## src/rtl/uart_apb_pkg.sv

```systemverilog
// Shared UART/APB definitions: data width, default TX FIFO geometry, TX FSM encoding.
// Latency: n/a (types and constants only).
// Backpressure: n/a.
package uart_apb_pkg;

    localparam int UART_DATA_W    = 8;
    localparam int UART_TX_DEPTH  = 8;
    localparam int UART_TX_ADDR_W = 3;

    typedef logic [UART_DATA_W-1:0] uart_byte_t;

    // TX handshake FSM; encodings are fixed so status readback stays stable
    typedef enum logic [1:0] {
        TX_IDLE  = 2'd0,
        TX_START = 2'd1,
        TX_WAIT  = 2'd2
    } tx_state_e;

endpackage

```

## src/rtl/uart_fifo_mem.sv

```systemverilog
// DEPTH x 8 register array backing the UART TX FIFO.
// Latency: write lands on the next posedge; read is combinational from raddr_i.
// Backpressure: none; the caller gates we_i against FIFO full.
//
// Ports:
//   clk_i    system clock
//   we_i     write enable
//   waddr_i  write index
//   wdata_i  write byte
//   raddr_i  read index
//   rdata_o  byte at raddr_i (asynchronous read)
module uart_fifo_mem
    import uart_apb_pkg::*;
#(
    parameter int DEPTH  = UART_TX_DEPTH,
    parameter int ADDR_W = UART_TX_ADDR_W
) (
    input  logic              clk_i,
    input  logic              we_i,
    input  logic [ADDR_W-1:0] waddr_i,
    input  uart_byte_t        wdata_i,
    input  logic [ADDR_W-1:0] raddr_i,
    output uart_byte_t        rdata_o
);

    // No reset: contents are only meaningful between the pointers.
    uart_byte_t mem_q [DEPTH];

    always_ff @(posedge clk_i) begin
        if (we_i) begin
            mem_q[waddr_i] <= wdata_i;
        end
    end

    assign rdata_o = mem_q[raddr_i];

endmodule

```

## src/rtl/uart_tx_fifo.sv

```systemverilog
// UART TX buffer: APB bytes queue in a circular FIFO, an FSM hands them one at a time to the TX.
// Latency: byte written into an empty FIFO at edge N with TX idle raises tx_start_o after edge N+1.
// Backpressure: writes while full are dropped and set sticky ovf_o; pops wait for !tx_busy_i and tx_done_i.
//
// Ports:
//   clk_i       system clock (posedge)
//   rst_ni      asynchronous active-low reset
//   wr_en_i     APB THR write strobe, one cycle per byte
//   data_in_i   byte to enqueue
//   ovf_clr_i   write-1-to-clear for ovf_o
//   tx_busy_i   UART TX shifting a frame (level)
//   tx_done_i   UART TX finished a frame (pulse)
//   tx_start_o  one-cycle send request
//   tx_data_o   byte for UART TX, held from tx_start_o until tx_done_i
//   f_tx_o      FIFO full
//   e_tx_o      FIFO empty
//   level_o     occupancy 0..DEPTH
//   ovf_o       sticky overflow
//   irq_tx_o    low-water interrupt
//
// Build option: define UART_TX_IRQ_EN to enable the registered low-water interrupt
// (irq_tx_o = level_o <= TX_THRESH, one cycle late); otherwise irq_tx_o is tied low.
module uart_tx_fifo
    import uart_apb_pkg::*;
#(
    parameter int DEPTH     = UART_TX_DEPTH,
    parameter int ADDR_W    = UART_TX_ADDR_W,
    parameter int TX_THRESH = 2
) (
    input  logic                   clk_i,
    input  logic                   rst_ni,
    input  logic                   wr_en_i,
    input  logic [UART_DATA_W-1:0] data_in_i,
    input  logic                   ovf_clr_i,
    input  logic                   tx_busy_i,
    input  logic                   tx_done_i,
    output logic                   tx_start_o,
    output logic [UART_DATA_W-1:0] tx_data_o,
    output logic                   f_tx_o,
    output logic                   e_tx_o,
    output logic [ADDR_W:0]        level_o,
    output logic                   ovf_o,
    output logic                   irq_tx_o
);

    localparam logic [ADDR_W:0] PTR_ONE = (ADDR_W+1)'(1);

    // Elaboration-time sanity checks on the geometry
    if (DEPTH != (1 << ADDR_W)) begin : g_bad_depth
        $error("uart_tx_fifo: DEPTH must equal 2**ADDR_W");
    end
    if (TX_THRESH < 0 || TX_THRESH > DEPTH) begin : g_bad_thresh
        $error("uart_tx_fifo: TX_THRESH out of range 0..DEPTH");
    end

    // Pointers carry one extra wrap bit so full and empty are distinguishable
    logic [ADDR_W:0] w_ptr_q, w_ptr_d;
    logic [ADDR_W:0] r_ptr_q, r_ptr_d;
    logic            ovf_q, ovf_d;
    tx_state_e       state_q, state_d;
    logic            tx_start_q, tx_start_d;
    uart_byte_t      tx_data_q, tx_data_d;

    logic            full;
    logic            empty;
    logic [ADDR_W:0] level;
    logic            push;
    uart_byte_t      rd_data;

    assign full  = (w_ptr_q[ADDR_W] != r_ptr_q[ADDR_W]) &&
                   (w_ptr_q[ADDR_W-1:0] == r_ptr_q[ADDR_W-1:0]);
    assign empty = (w_ptr_q == r_ptr_q);
    assign level = w_ptr_q - r_ptr_q;

    // Full is judged on pre-edge pointers, so a write at full is dropped even if a pop
    // frees a slot on the same edge.
    assign push = wr_en_i && !full;

    uart_fifo_mem #(
        .DEPTH  (DEPTH),
        .ADDR_W (ADDR_W)
    ) u_mem (
        .clk_i   (clk_i),
        .we_i    (push),
        .waddr_i (w_ptr_q[ADDR_W-1:0]),
        .wdata_i (data_in_i),
        .raddr_i (r_ptr_q[ADDR_W-1:0]),
        .rdata_o (rd_data)
    );

    // Write side and sticky overflow; a set beats a simultaneous clear
    always_comb begin
        w_ptr_d = w_ptr_q;
        ovf_d   = ovf_q;
        if (push) begin
            w_ptr_d = w_ptr_q + PTR_ONE;
        end
        if (ovf_clr_i) begin
            ovf_d = 1'b0;
        end
        if (wr_en_i && full) begin
            ovf_d = 1'b1;
        end
    end

    // TX handshake FSM: pop in IDLE, pulse in START, hold data until tx_done in WAIT
    always_comb begin
        state_d    = state_q;
        r_ptr_d    = r_ptr_q;
        tx_start_d = 1'b0;
        tx_data_d  = tx_data_q;
        unique case (state_q)
            TX_IDLE: begin
                if (!empty && !tx_busy_i) begin
                    tx_data_d  = rd_data;
                    r_ptr_d    = r_ptr_q + PTR_ONE;
                    tx_start_d = 1'b1;
                    state_d    = TX_START;
                end
            end
            TX_START: begin
                state_d = TX_WAIT;
            end
            TX_WAIT: begin
                if (tx_done_i) begin
                    state_d = TX_IDLE;
                end
            end
            default: begin
                state_d = TX_IDLE;
            end
        endcase
    end

    always_ff @(posedge clk_i or negedge rst_ni) begin
        if (!rst_ni) begin
            w_ptr_q    <= '0;
            r_ptr_q    <= '0;
            ovf_q      <= 1'b0;
            state_q    <= TX_IDLE;
            tx_start_q <= 1'b0;
            tx_data_q  <= '0;
        end else begin
            w_ptr_q    <= w_ptr_d;
            r_ptr_q    <= r_ptr_d;
            ovf_q      <= ovf_d;
            state_q    <= state_d;
            tx_start_q <= tx_start_d;
            tx_data_q  <= tx_data_d;
        end
    end

`ifdef UART_TX_IRQ_EN
    localparam logic [ADDR_W:0] THRESH_L = (ADDR_W+1)'(TX_THRESH);

    logic irq_q;

    always_ff @(posedge clk_i or negedge rst_ni) begin
        if (!rst_ni) begin
            irq_q <= 1'b0;
        end else begin
            irq_q <= (level <= THRESH_L);
        end
    end

    assign irq_tx_o = irq_q;
`else
    assign irq_tx_o = 1'b0;
`endif

    assign tx_start_o = tx_start_q;
    assign tx_data_o  = tx_data_q;
    assign f_tx_o     = full;
    assign e_tx_o     = empty;
    assign level_o    = level;
    assign ovf_o      = ovf_q;

endmodule

```

## config.mk

```make
export PLATFORM = sky130hd
export DESIGN_NAME = uart_tx_fifo
export DESIGN_NICKNAME = d
export VERILOG_FILES = /design/src/rtl/uart_apb_pkg.sv /design/src/rtl/uart_fifo_mem.sv /design/src/rtl/uart_tx_fifo.sv
export SDC_FILE = /design/constraint.sdc
export NUM_CORES = 1
export LEC_CHECK = 0
export CAP_MARGIN = 20
export CORE_UTILIZATION = 40
export CTS_CLUSTER_DIAMETER = 30
export DETAILED_ROUTE_END_ITERATION = 10
export DONT_BUFFER_PORTS = 1
export GPL_ROUTABILITY_DRIVEN = 1
export PLACE_DENSITY_LB_ADDON = 0.1
export SYNTH_ARGS = -nofsm -noshare
export SYNTH_HDL_FRONTEND = slang
export SYNTH_SLANG_ARGS = --single-unit
```

## constraint.sdc

```tcl
create_clock -name clk_i -period 2.9 [get_ports clk_i]
set_clock_uncertainty 0.1 [all_clocks]
set_input_delay 0.29 -clock clk_i [delete_from_list [all_inputs] [get_ports clk_i]]
set_output_delay 0.29 -clock clk_i [all_outputs]
set_load 0.05 [all_outputs]
```

==> results.tsv <==
stage	metric	value	unit
worst_setup_path	cp-end-kind	flip-flop	
worst_setup_path	worst_setup_path_start_kind	flip-flop	
logic_synthesis	yosysWarnings	0	
layout	layout_common_cells	edfxtp_1, dfrtp_1, nand2_1, mux4_2, buf_4	
routing	drt-total-wl	6390	um
clock_network	cts.htree.levels	3	
logic_synthesis	netlist_area	3370	um^2
clock_network	cts_buffers	9	
min_path	min_path_cells	3	
logic_synthesis	synth-seq-cells	84	
timing	final.min_clock_period	2500	ps
timing	max_freq	400	MHz
clock_network	postCtsSetupBuffers	0	
layout	fin_nets	245	
floorplan	die_h	93.7	um
floorplan	initial_core_util	41.2	%
routing	wl_met1	2810	um
power	irDropWorstVdd	544	uV
worst_setup_path	worstPathMaxFanout	8	
power	total_leakage_power	1.43	nW
logic_synthesis	yosys-top-cells-area	edfxtp_1, dfrtp_1, mux4_2	
layout	area_growth	15.5	%
global_routing	grt-ovfl-total	0	
timing	drv_slew	0	
worst_setup_path	slowest_delay	470	ps
timing	hold_violations	0	
logic_synthesis	muxShareOfSynthArea	13.4	%
floorplan	dieArea	8790	um^2
worst_setup_path	cp_slowest_cell	dfrtp_1	
routing	top_layer_used	met4	
floorplan	core	8180	um^2
global_routing	grt_max_degree	21	
clock_network	insertion_delay	350	ps
global_routing	track_usage	16.4	%
logic_synthesis	synth_compound_area_share	2.64	%
routing	drcViolationCount	0	
logic_synthesis	yosys.area_share.simple	4.35	%
logic_synthesis	synth_top_area_share	57.1	%
timing	rsz0062_at_grt	false	
global_routing	grt_first_pass_wirelength	10000	um
global_routing	grt_pass1_vias	1830	
worst_setup_path	worstPathCellList	ha_1, and3_1, a21boi_0, nand2_1, nor3_2, buf_4	
logic_synthesis	synth_nets	214	
logic_synthesis	synthAdderAreaFrac	2.45	%
clock_network	clock-sinks	84	
power	powerDensity	1170	nW/um^2
layout	final_common_cell	edfxtp_1	
floorplan	io_pins	31	
place	gp_congestion	0.779	
clock_network	clk_pin_slew	80	ps
routing	routedWlPerCell	19.1	um
layout	nFillCells	701	
place	io_buffers	0	
clock_network	max-clock-path-buffers	2	
layout	n_antenna_cell	0	
layout	drive_above_1_share	22.2	%
routing	drt_iter0_markers	86	
timing	finalCritPeriodShare	86.1	%
logic_synthesis	yosysTopAreaCell	edfxtp_1	
floorplan	placement_rows	33	
logic_synthesis	synthXorXnorAreaFrac	2.34	%
status	outcome	finished clean	
logic_synthesis	synth_cell_types	28	
worst_setup_path	crit_required	2850	ps
routing	wl_met3	205	um
routing	vias	1716	
routing	dr.pass1.iters	4	
logic_synthesis	syn_avg_cell_area	17.3	um^2
logic_synthesis	synth_seq_area_share	72.0	%
power	power	0.00456	W
routing	met2_length	3290	um
floorplan	die_w	93.7	um
routing	viasPerCell	5.12	
routing	antenna_left	0	
place	place_hpwl	4250	um
worst_setup_path	worstPathArrival	2450	ps
worst_setup_path	worstSetupPathType	flip-flop to flip-flop	
timing	worst_pin_slew	567	ps
timing	slew-limit-headroom	61.8	%
min_path	min_path_type	primary input to flip-flop	
logic_synthesis	synth_top_family_by_area	multiplexers	
timing	finalSetupTns	0	ps
run	drv_cap	0	
clock_network	ctsRootBufferMaster	clkbuf_8	
clock_network	cts_tree	built	
timing	finalSetupViolations	0	
global_routing	antenna_found_initial	0	
logic_synthesis	syn_inst	194	
worst_setup_path	reg2reg_depth	6	
-- critical path, delay by kind of cell (launching register included) --
family / cells / cell delay, ps
simple gates: 3 / 600
compound gates: 1 / 470
flops: 1 / 470
fa+ha+maj: 1 / 360
buf+inv: 1 / 200
-- cells by family (layout without fill, tap and decap cells) --
logic type                 Yosys count  in the layout
buffers and inverters               18             54
muxes                               25             25
AOI/OAI and AO/OA                   16             16
and+or+nand+nor                     35             35
xor gates and xnor gates             9              9
other                                1              1
DFF                                 84             84
adders and majority gates            6              6
-- path summary, 6_finish.rpt --
path / startpoint / to / slack, ps
max: w_ptr_q[2] / u_mem.mem_q[0][2] / 400
min in group asynchronous: rst_ni / ovf_o / 230
max in group asynchronous: rst_ni / r_ptr_q[1] / 2030
min: wr_en_i / w_ptr_q[0] / 80
max reg2reg: w_ptr_q[2] / u_mem.mem_q[0][2] / 400
min reg2reg: w_ptr_q[3] / w_ptr_q[3] / 440
-- report_power, final --
| group | internal (W) | switching, W |
|---|---|---|
| sequential | 0.00158 | 0.000385 |
| clock | 0.000398 | 0.000414 |
| combinational | 0.000677 | 0.00111 |
-- synth_stat cells, drive strengths merged --
| master | count |
|---|---|
| edfxtp | 64 |
| dfrtp | 20 |
| nand2 | 19 |
| mux4 | 16 |
| o21ai | 13 |
| inv | 11 |
| mux2i | 8 |
| nor2 | 8 |
| xnor2 | 8 |
| buf | 7 |
| ha | 5 |
| nor3 | 3 |
| a21boi | 1 |
| a21o | 1 |
| a21oi | 1 |
| and3 | 1 |
| conb | 1 |
| fa | 1 |
| mux2 | 1 |
| nand2b | 1 |
| nand3 | 1 |
| nand4 | 1 |
| or3 | 1 |
| xor2 | 1 |
-- timing repair --
item / in CTS / in global routing
resized for setup: 0 / 0
hold buffers: 11 / 0
endpoints found under the hold margin: 85 / 0
-- stage by stage --
stage	utilization [%]	hold WS [ps]	instance area, um^2	cells	setup WS, ps
after CTS	47.4	51.3	3870	334	386
after global placement	43.7	-105	3570	307	564
final	47.5	77.0	3890	335	403
after floorplan	-	-106	3380	194	153
after detailed placement	43.7	-105	3570	307	404
after global routing	47.5	72.1	3890	335	195
-- sequential cells by signal, summed over array words and instances, names as in the netlist --
signal / cells
ovf_o: 1
r_ptr_q: 4
state_q: 2
tx_data_o: 8
tx_start_o: 1
u_mem.mem_q: 64
w_ptr_q: 4
-- area by class of cell --
type | instances | area, um^2 | area share (%)
Tap cell | 105 | 131 | 3.38
Inverter | 11 | 41.3 | 1.06
Timing Repair Buffer | 27 | 238 | 6.12
Clock inverter | 6 | 63.8 | 1.64
Multi-Input combinational cell | 92 | 862 | 22.2
Clock buffer | 10 | 128 | 3.28
Sequential cell | 84 | 2420 | 62.3
-- layer usage --
| layer | vias up | global-route usage (%) |
|---|---|---|
| met2 | 38 | 27.2 |
| met5 | - | 0 |
| li1 | 784 | - |
| met4 | 0 | 7.31 |
| met3 | 9 | 3.32 |
| met1 | 885 | 20.7 |
No activity file was read; power rests on OpenSTA's default activity.
